[src/rtl/frame_byte_sequencer.sv]
// frame_byte_sequencer: drains one frame of wide words from a standard-mode
// FIFO and serialises each word MSB byte first onto a valid/ready byte stream,
// counting bytes against the frame length and pulsing frame_done at the end.
// Build option: define SEQ_PREFETCH_EN to add a one-word holding register that
// fetches the next word while the current one is being sent (zero bubble).

module frame_byte_sequencer #(
  parameter int WIDE_W      = 256,
  parameter int FRAME_BYTES = 921600,
  parameter int CNT_W       = 24
) (
  input  logic              clock,
  input  logic              reset,
  input  logic              start,
  input  logic              abort,
  input  logic              fifo_empty,
  output logic              fifo_rden,
  input  logic [WIDE_W-1:0] fifo_dout,
  output logic [7:0]        byte_data,
  output logic              byte_valid,
  input  logic              byte_ready,
  output logic              busy,
  output logic              frame_done,
  output logic [CNT_W-1:0]  byte_count
);

  // Count value held while the final byte of the frame is on the bus.
  localparam logic [CNT_W-1:0] LAST_COUNT = CNT_W'(FRAME_BYTES - 1);

  typedef enum logic [2:0] {S_IDLE, S_REQ, S_WAIT, S_SEND, S_DONE} state_t;

  state_t            state;
  state_t            state_nxt;
  logic [WIDE_W-1:0] shreg;
  logic [4:0]        lane;
  logic              accept;
  logic              word_end;
  logic              next_avail;
  logic [WIDE_W-1:0] next_word;
  logic              pf_rden;

  // Abort wins over a handshake landing in the same cycle.
  assign accept   = (state == S_SEND) && byte_ready && !abort;
  assign word_end = accept && (lane == 5'd31);

`ifdef SEQ_PREFETCH_EN
  localparam logic [CNT_W-1:0] FRAME_WORDS = CNT_W'(FRAME_BYTES / (WIDE_W / 8));

  logic [WIDE_W-1:0] hold;
  logic              hold_valid;
  logic              pf_pending;
  logic [CNT_W-1:0]  rd_count;

  // A prefetch is never issued on the word-end cycle: if nothing is buffered
  // there the FSM drops to REQ, which issues its own read.
  assign pf_rden    = (state == S_SEND) && !abort && !fifo_empty && !hold_valid &&
                      !pf_pending && !word_end && (rd_count < FRAME_WORDS);
  // A read in flight counts as available: its data is on fifo_dout this cycle.
  assign next_avail = hold_valid || pf_pending;
  assign next_word  = hold_valid ? hold : fifo_dout;

  // Holding register, in-flight prefetch flag and per-frame read counter.
  always_ff @(posedge clock or posedge reset) begin
    if (reset) begin
      hold       <= '0;
      hold_valid <= 1'b0;
      pf_pending <= 1'b0;
      rd_count   <= '0;
    end else begin
      pf_pending <= pf_rden;
      if (state == S_IDLE && start) begin
        rd_count <= '0;
      end else if (fifo_rden) begin
        rd_count <= rd_count + CNT_W'(1);
      end
      if (abort && state != S_IDLE) begin
        hold_valid <= 1'b0;
      end else if (pf_pending && !word_end) begin
        hold       <= fifo_dout;
        hold_valid <= 1'b1;
      end else if (word_end) begin
        hold_valid <= 1'b0;
      end
    end
  end
`else
  assign pf_rden    = 1'b0;
  assign next_avail = 1'b0;
  assign next_word  = '0;
`endif

  // State register.
  always_ff @(posedge clock or posedge reset) begin
    if (reset) begin
      state <= S_IDLE;
    end else begin
      // NOTE: sequential state uses non-blocking assignments so every register
      // samples pre-edge values regardless of block evaluation order.
      state <= state_nxt;
    end
  end

  // Next-state logic; abort from any busy state returns to IDLE.
  always_comb begin
    state_nxt = state;
    if (abort && state != S_IDLE) begin
      state_nxt = S_IDLE;
    end else begin
      case (state)
        S_IDLE: if (start) state_nxt = S_REQ;
        S_REQ:  if (!fifo_empty) state_nxt = S_WAIT;
        S_WAIT: state_nxt = S_SEND;
        S_SEND: begin
          if (word_end) begin
            if (byte_count == LAST_COUNT) state_nxt = S_DONE;
            else if (next_avail)          state_nxt = S_SEND;
            else                          state_nxt = S_REQ;
          end
        end
        S_DONE:  state_nxt = S_IDLE;
        default: state_nxt = S_IDLE;
      endcase
    end
  end

  // Output decode from the current state.
  always_comb begin
    // NOTE: every output gets a default before the case so no path leaves one
    // unassigned, which would otherwise infer a latch.
    fifo_rden  = 1'b0;
    byte_valid = 1'b0;
    frame_done = 1'b0;
    case (state)
      S_REQ:   fifo_rden  = !fifo_empty && !abort;
      S_SEND:  byte_valid = 1'b1;
      S_DONE:  frame_done = 1'b1;
      default: ;
    endcase
    if (pf_rden) fifo_rden = 1'b1;
    busy = (state != S_IDLE);
  end

  assign byte_data = shreg[WIDE_W-1 -: 8];

  // Shift register, lane counter and frame byte counter.
  always_ff @(posedge clock or posedge reset) begin
    if (reset) begin
      // NOTE: the wide shift register is reset on purpose: byte_data is taken
      // straight from its top byte and must read zero out of reset.
      shreg      <= '0;
      lane       <= '0;
      byte_count <= '0;
    end else begin
      if (state == S_IDLE && start) begin
        byte_count <= '0;
      end else if (accept) begin
        byte_count <= byte_count + CNT_W'(1);
      end
      if (state == S_WAIT && !abort) begin
        shreg <= fifo_dout;
        lane  <= '0;
      end else if (accept) begin
        lane  <= lane + 5'd1;
        shreg <= (lane == 5'd31 && next_avail) ? next_word : (shreg << 8);
      end
    end
  end

endmodule

[config.mk]
export PLATFORM = sky130hd
export DESIGN_NAME = frame_byte_sequencer
export DESIGN_NICKNAME = d
export VERILOG_FILES = /design/src/rtl/frame_byte_sequencer.sv
export SDC_FILE = /design/constraint.sdc
export NUM_CORES = 1
export LEC_CHECK = 0
export CAP_MARGIN = 20
export CORE_ASPECT_RATIO = 1.75
export CORE_UTILIZATION = 40
export CTS_CLUSTER_DIAMETER = 150
export CTS_CLUSTER_SIZE = 24
export DETAILED_ROUTE_END_ITERATION = 8
export GPL_TIMING_DRIVEN = 0
export PLACE_DENSITY = 0.66
export SLEW_MARGIN = 0
export SYNTH_ARGS = -nofsm -noshare
export SYNTH_HDL_FRONTEND = slang
export SYNTH_SLANG_ARGS = --single-unit
[constraint.sdc]
create_clock -name clock -period 13.01 [get_ports clock]
set_input_delay 3.903 -clock clock [delete_from_list [all_inputs] [get_ports clock]]
set_output_delay 3.903 -clock clock [all_outputs]
set_load 0.01 [all_outputs]
==> results.txt, run 1 <==
----------------------------------------------------
[Synth]
  Fraction of the yosys area taken by sequential cells ... 55.9%
  Number of instances in the synthesized netlist ... 1475
  Ys async rst share ... 100%
  Number of different library cells in the post-synthesis netlist ... 45
  Net Count, Synth ... 1740
  Mean Syn Cell Area ... 8.74 µm²
  Post-synthesis cell area ... 12900 µm²
  Main flop type after synthesis ... sky130_fd_sc_hd__dfrtp_1
  Register bit total from synthesis ... 288
  Warnings, synthesis ... 0
  Number of synthesized flops with an enable pin ... 0

[Power]
  P per Cell Area ... 161 nW/µm²
  Sw Share ... 31.9%
  Total power ... 2700 µW
  Clock Power Share ... 18.5%
  Int Power ... 1830 µW
  Portion of total power attributed to combinational logic ... 24.9%
  Max rail drop VDD ... 120 µV
  LEAKAGE ... 0.00751 µW
  Proportion of power drawn by flip-flops and latches ... 56.6%
  Switching power summed over all nets ... 861 µW

[Setup path]
  Critical path start-end classification ... input pin to output pin
  Worst-path fanout max ... 7
  Number of cells traversed by the worst register-to-register path ... 7
  Launch instance of the worst register-to-register path ... state[2]
  Launching instance or port of the critical path ... abort
  Category of the worst setup path launch point ... input pin
  Slack of the worst reg-to-reg path ... 10.39 ns
  Capture instance of the worst register-to-register path ... shreg[253]
  Data arrival, critical path ... 5.49 ns
  CP Capture Point ... fifo_rden
  Required time worst endpoint ... 9.11 ns
  CP endpoint kind ... output pin

[Global route]
  Pin count of the biggest net entering global routing ... 118
  Antenna violations before repair ... 2
  GRT Util Overall ... 25.0%
  Number of global-route vias before repair ... 11900
  Overflow left after global routing ... 0
  First-pass GRT wire length ... 63300 µm

[STA]
  Number of max-slew violations in the final report ... 0
  Sum of negative setup slack ... 0 ns
  Worst max-slew margin expressed relative to the limit ... 38.0%
  Setup-violating endpoint count in the final report ... 0
  Minimum setup slack in the final design ... 3.62 ns
  Fmax ... 0.106 GHz
  Final critical delay including setup and external delays ... 9.39 ns
  Share of the clock period used by the worst path after layout ... 72.2%
  Tightest Pin Transition ... 0.927 ns
  Final-report hold violation count ... 0
  Skew final ... 0.0181 ns
  Setup repair after global routing missed its margin ... no

[Placed design]
  Detailed Place HPWL ... 31300 µm
  Routability Congestion ... 0.878
  Setup WS pre-CTS ... 3.57 ns
  Buffers added on ports ... 296

[Clock network]
  Hold-fix buffers at CTS ... 0
  Number of clock sinks seen by CTS ... 288
  CTS Buffer Depth ... 3
  CTS-repair resized insts ... 0
  Clock tree from TritonCTS ... built
  Clock latency of the later-clocked register in the worst-skew pair ... 0.51 ns
  Maximum level of the CTS H-tree ... 1
  Number of buffers added for setup after CTS ... 0
  Root Driver ... sky130_fd_sc_hd__clkbuf_16
  Clock-pin slew of the registers on the worst-case setup and hold paths ... 0.10 ns
  TritonCTS Buffers ... 15

[Finish]
  Nets ... 2055
  Share of cells above drive strength 1 ... 4.36%
  Leading cell type in the layout, fill and taps excluded ... sky130_fd_sc_hd__nand2_1
  Layout overhead on the synthesized area ... 30.3%
  Filler cells ... 3043
  Commonest cells after routing, fill and taps aside ... sky130_fd_sc_hd__nand2_1 (514), sky130_fd_sc_hd__clkdlybuf4s50_1 (296), sky130_fd_sc_hd__dfrtp_1 (288)

[Routing]
  Via count of the routed design ... 11500
  DR iter-0 viols ... 556
  Final ANT Viol Nets ... 0
  DRC viols ... 0
  Average wire length per cell after detail routing ... 18.6 µm
  Detailed-routing iteration count for the pre-antenna-repair pass ... 5
  Routed via count divided by cell count ... 5.24
  Total wire length ... 40700 µm

[Floorplanning]
  Number of top-level pins ... 298
  Starting Density ... 40.7%
  Die extent in x ... 138 µm
  Standard-cell row count ... 86
  Overall die height ... 239 µm
  Full die area ... 33000 µm²
  Placeable Area ... 31600 µm²

[Job]
  Max-capacitance violation count ... 0

[Status]
  Status ... completed

[Worst hold path]
  Type of the tightest min-delay check ... flip-flop to flip-flop

----------------------------------------------------
cell usage after synthesis (9+ instances only):
library cell,n,area [µm²]
sky130_fd_sc_hd__nand2_1,514,1930
sky130_fd_sc_hd__buf_4,10,75.1
sky130_fd_sc_hd__nand4_1,11,68.8
sky130_fd_sc_hd__clkbuf_1,58,218
sky130_fd_sc_hd__buf_1,9,33.8
sky130_fd_sc_hd__or4_1,12,90.1
sky130_fd_sc_hd__o31ai_1,10,75.1
sky130_fd_sc_hd__a22oi_1,95,713
sky130_fd_sc_hd__nor2_1,171,642
sky130_fd_sc_hd__dfrtp_1,288,7210
sky130_fd_sc_hd__a31oi_1,145,907
sky130_fd_sc_hd__a21oi_1,17,85.1
sky130_fd_sc_hd__nand3_1,16,80.1
sky130_fd_sc_hd__buf_2,39,195
sky130_fd_sc_hd__o21ai_0,14,70.1
worst min-delay path by stage:
stage,start,end,cells past startpoint
floorplan,shreg[100],shreg[100],2
global placement,shreg[84],shreg[84],2
detailed placement,shreg[74],shreg[74],2
CTS,shreg[74],shreg[74],2
global route,shreg[74],shreg[74],2
finish,shreg[248],shreg[248],2
stage by stage:
stage                     hold slack (ns)  instances  util (%)  area [µm²]
final                               0.482       2185      53.1       16800
after CTS                           0.488       2184      53.0       16800
after detailed placement            0.463       2169      51.9       16400
after floorplan                     0.446       1475         -       12900
after global routing                0.496       2185      53.1       16800
after global placement              0.461       2167      51.7       16300
routing by layer:
layer,share of wire (%),global-route usage (%)
met2,53,46.4
met3,6.9,6.10
met5,0.032,0
met1,37,26.8
met4,3.1,8.92
flip-flops by register name, indices dropped and copies added, names as in the netlist:
| name | cells |
|---|---|
| shreg | 256 |
| byte_count | 24 |
| lane | 5 |
| state | 3 |
cell families (layout without fill, tap and decap cells):
kind of cell	count (synthesis)	count (layout)	synth area share [%]
mux	1	1	0.0777
flops	288	288	55.9
buf+inv	122	435	4.22
compound gates	294	294	15.1
simple gates	759	759	23.9
other cells	0	1	0
xor+xnor	8	8	0.544
fa+ha+maj	3	3	0.291
power by group through the flow:
stage                     Combinational, µW  Clock, µW  Sequential [µW]
after detailed placement                674          0             1530
after global routing                    772        539             1570
after floorplan                         459          0             1460
final                                   672        498             1530
after CTS                               682        513             1520
after global placement                  652          0             1530
area by class of cell:
class                      instances  area [µm²]  area share [%]
multi-input combinational       1065        5130            30.6
inverter                           6        30.0           0.179
clock buffer                      15         375            2.24
buffer                           116         522            3.11
timing repair buffer             298        3020            18.0
sequential                       288        7210            42.9
tap                              396         495            2.95
antenna                            1        2.50          0.0149
critical path, stage by stage:
cell and delay, ns:
sky130_fd_sc_hd__clkbuf_1 0.18, sky130_fd_sc_hd__or2_2 0.39, sky130_fd_sc_hd__nor4_1 0.37, sky130_fd_sc_hd__clkdlybuf4s50_1 0.63
Note: power is estimated with default switching activity, not from simulation.
==> inputs of run 2 (changes only) <==
Settings changed: PLACE_DENSITY 0.66 to 0.69.
Clock period 13.01 ns to 8 ns, I/O delays scaled along.
==> run 2 against run 1 <==
  * Clock skew is 0.0023 ns lower
  * Sequential cell count did not move
  * Cell count grew 0.32%
  * Combinational power rose by 64%
  * Setup slack got worse by 2.1 ns
  * Sequential share of layout area down 0.26 points
  * Core utilization grew 0.33 points
  * Global-route usage grew 0.36 points
  * Worst hold slack better by 0.0028 ns
  * Clock power grew 62%
  * Die area unchanged
  * Critical path type unchanged
==> results.txt, run 2 (same netlist as run 1, synthesis figures left out) <==
----------------------------------------------------
[Status]
  Status ... completed

[Floorplanning]
  Number of top-level pins ... 298 (unchanged)
  Placeable Area ... 31600 µm² (unchanged)
  Standard-cell row count ... 86 (unchanged)
  Full die area ... 33000 µm² (unchanged)
  Die extent in x ... 138 µm (unchanged)
  Starting Density ... 40.7% (unchanged)
  Overall die height ... 239 µm (unchanged)

[STA]
  Setup repair after global routing missed its margin ... no
  Final-report hold violation count ... 0 (unchanged)
  Worst max-slew margin expressed relative to the limit ... 31.5% (-6.5 points)
  Final critical delay including setup and external delays ... 6.47 ns
  Skew final ... 0.0157 ns (-0.00232 ns)
  Number of max-slew violations in the final report ... 0 (unchanged)
  Tightest Pin Transition ... 1.02 ns (+0.0979 ns)
  Setup-violating endpoint count in the final report ... 0 (unchanged)
  Fmax ... 0.155 GHz
  Share of the clock period used by the worst path after layout ... 80.9%
  Minimum setup slack in the final design ... 1.53 ns (-2.09 ns)

[Job]
  Max-capacitance violation count ... 0 (unchanged)

[Finish]
  Utilization after layout ... 53.4% (+0.33 points)
  Share of cells above drive strength 1 ... 4.68% (+0.32 points)
  Commonest cells after routing, fill and taps aside ... sky130_fd_sc_hd__nand2_1 (514), sky130_fd_sc_hd__clkdlybuf4s50_1 (296), sky130_fd_sc_hd__dfrtp_1 (288)
  Layout overhead on the synthesized area ... 31.1%
  Nets ... 2061 (+0.29%)
  Leading cell type in the layout, fill and taps excluded ... sky130_fd_sc_hd__nand2_1
  Filler cells ... 2970 (-2.4%)
  Reg with most FFs ... shreg
  Number of flip-flops in the largest register ... 256 (unchanged)
  Regs by FF count ... shreg: 256 flops, byte_count: 24 flops, lane: 5 flops

[Clock network]
  Root Driver ... sky130_fd_sc_hd__clkbuf_16
  Clock tree from TritonCTS ... built
  Clock latency of the later-clocked register in the worst-skew pair ... 0.50 ns (about the same)
  Number of buffers added for setup after CTS ... 0 (unchanged)
  CTS-repair resized insts ... 0 (unchanged)
  Maximum level of the CTS H-tree ... 1 (unchanged)
  Hold-fix buffers at CTS ... 0 (unchanged)
  Number of clock sinks seen by CTS ... 288 (unchanged)
  Clock-pin slew of the registers on the worst-case setup and hold paths ... 0.10 ns (about the same)
  CTS Buffer Depth ... 3 (unchanged)
  TritonCTS Buffers ... 15 (unchanged)

[Setup path]
  Critical path start-end classification ... input pin to output pin
  Required time worst endpoint ... 5.60 ns (-3.51 ns)
  CP endpoint kind ... output pin
  Worst-path fanout max ... 3 (-4)
  Data arrival, critical path ... 4.07 ns (-1.42 ns)
  Category of the worst setup path launch point ... input pin

[Routing]
  Total wire length ... 41000 µm (+0.74%)
  Average wire length per cell after detail routing ... 18.7 µm (+0.42%)
  DR iter-0 viols ... 489 (-12%)
  DRC viols ... 0 (unchanged)
  Routed via count divided by cell count ... 5.30 (+1.2%)
  Detailed-routing iteration count for the pre-antenna-repair pass ... 5 (unchanged)
  Final ANT Viol Nets ... 0 (unchanged)
  Via count of the routed design ... 11600 (+1.5%)

[Global route]
  Overflow left after global routing ... 0 (unchanged)
  First-pass GRT wire length ... 64700 µm (+2.2%)
  Pin count of the biggest net entering global routing ... 43 (-64%)
  Number of global-route vias before repair ... 12200 (+2.5%)
  GRT Util Overall ... 25.4% (+0.36 points)
  Antenna violations before repair ... 1 (-1)

[Placed design]
  Routability Congestion ... 0.871 (-0.80%)
  Setup WS pre-CTS ... 1.62 ns (-1.95 ns)
  Buffers added on ports ... 296 (unchanged)
  Detailed Place HPWL ... 31800 µm (+1.4%)

[Worst hold path]
  Type of the tightest min-delay check ... flip-flop to flip-flop

[Power]
  Max rail drop VDD ... 272 µV (+130%)
  P per Cell Area ... 261 nW/µm² (+62%)
  LEAKAGE ... 0.00755 µW (+0.58%)

----------------------------------------------------
-- run 2: path summary, 6_finish.rpt --
path,from,to,slack (ns),depth (start not counted)
setup / recovery,fifo_empty,fifo_rden,1.53,3
hold / removal,shreg[79],shreg[79],0.48,2
setup reg to reg,state[2],shreg[33],5.26,7
hold reg to reg,shreg[79],shreg[79],0.48,2
max in group asynchronous,reset,shreg[202],4.79,5
min in group asynchronous,reset,shreg[117],2.20,2
-- run 2: final cells by class --
cell class	instances	area [µm²]	share of cell area, %
Inverter	6	26.3	0.156
Timing Repair Buffer	304	3120	18.5
Buffer	116	522	3.09
Clock buffer	15	375	2.22
Antenna cell	2	5.00	0.0296
Multi-Input combinational cell	1065	5130	30.4
Sequential cell	288	7210	42.7
Tap cell	396	495	2.93
-- run 2: report_power, final --
part	total, µW	switching (µW)	internal, µW	leakage [µW]
sequential	2500	410	2090	0.00349
clock	806	466	339	0.000185
combinational	1100	541	558	0.00387
-- run 2: per-stage QoR --
step,instance area [µm²],setup TNS [ns],std cells,power (µW),hold WS (ns)
floorplan,12900,0,1475,3120,0.446
global placement,16300,-83.14,2167,3560,0.459
detailed placement,16500,0,2175,3610,0.463
CTS,16900,0,2190,4440,0.487
global route,16900,0,2191,4700,0.510
finish,16900,0,2192,4410,0.484
-- run 2: metal layers --
layer	GRT usage, %	up-vias	part of all wire (%)
li1	-	5643	-
met1	27.9	5560	37
met2	47.4	369	54
met3	5.67	53	7.0
met4	7.63	0	2.6
met5	0	-	0
-- run 2: critical path, cell delays in order --
cell	delay [ns]
sky130_fd_sc_hd__clkdlybuf4s50_1	0.49
sky130_fd_sc_hd__nor4_1	0.52
sky130_fd_sc_hd__clkdlybuf4s50_1	0.66
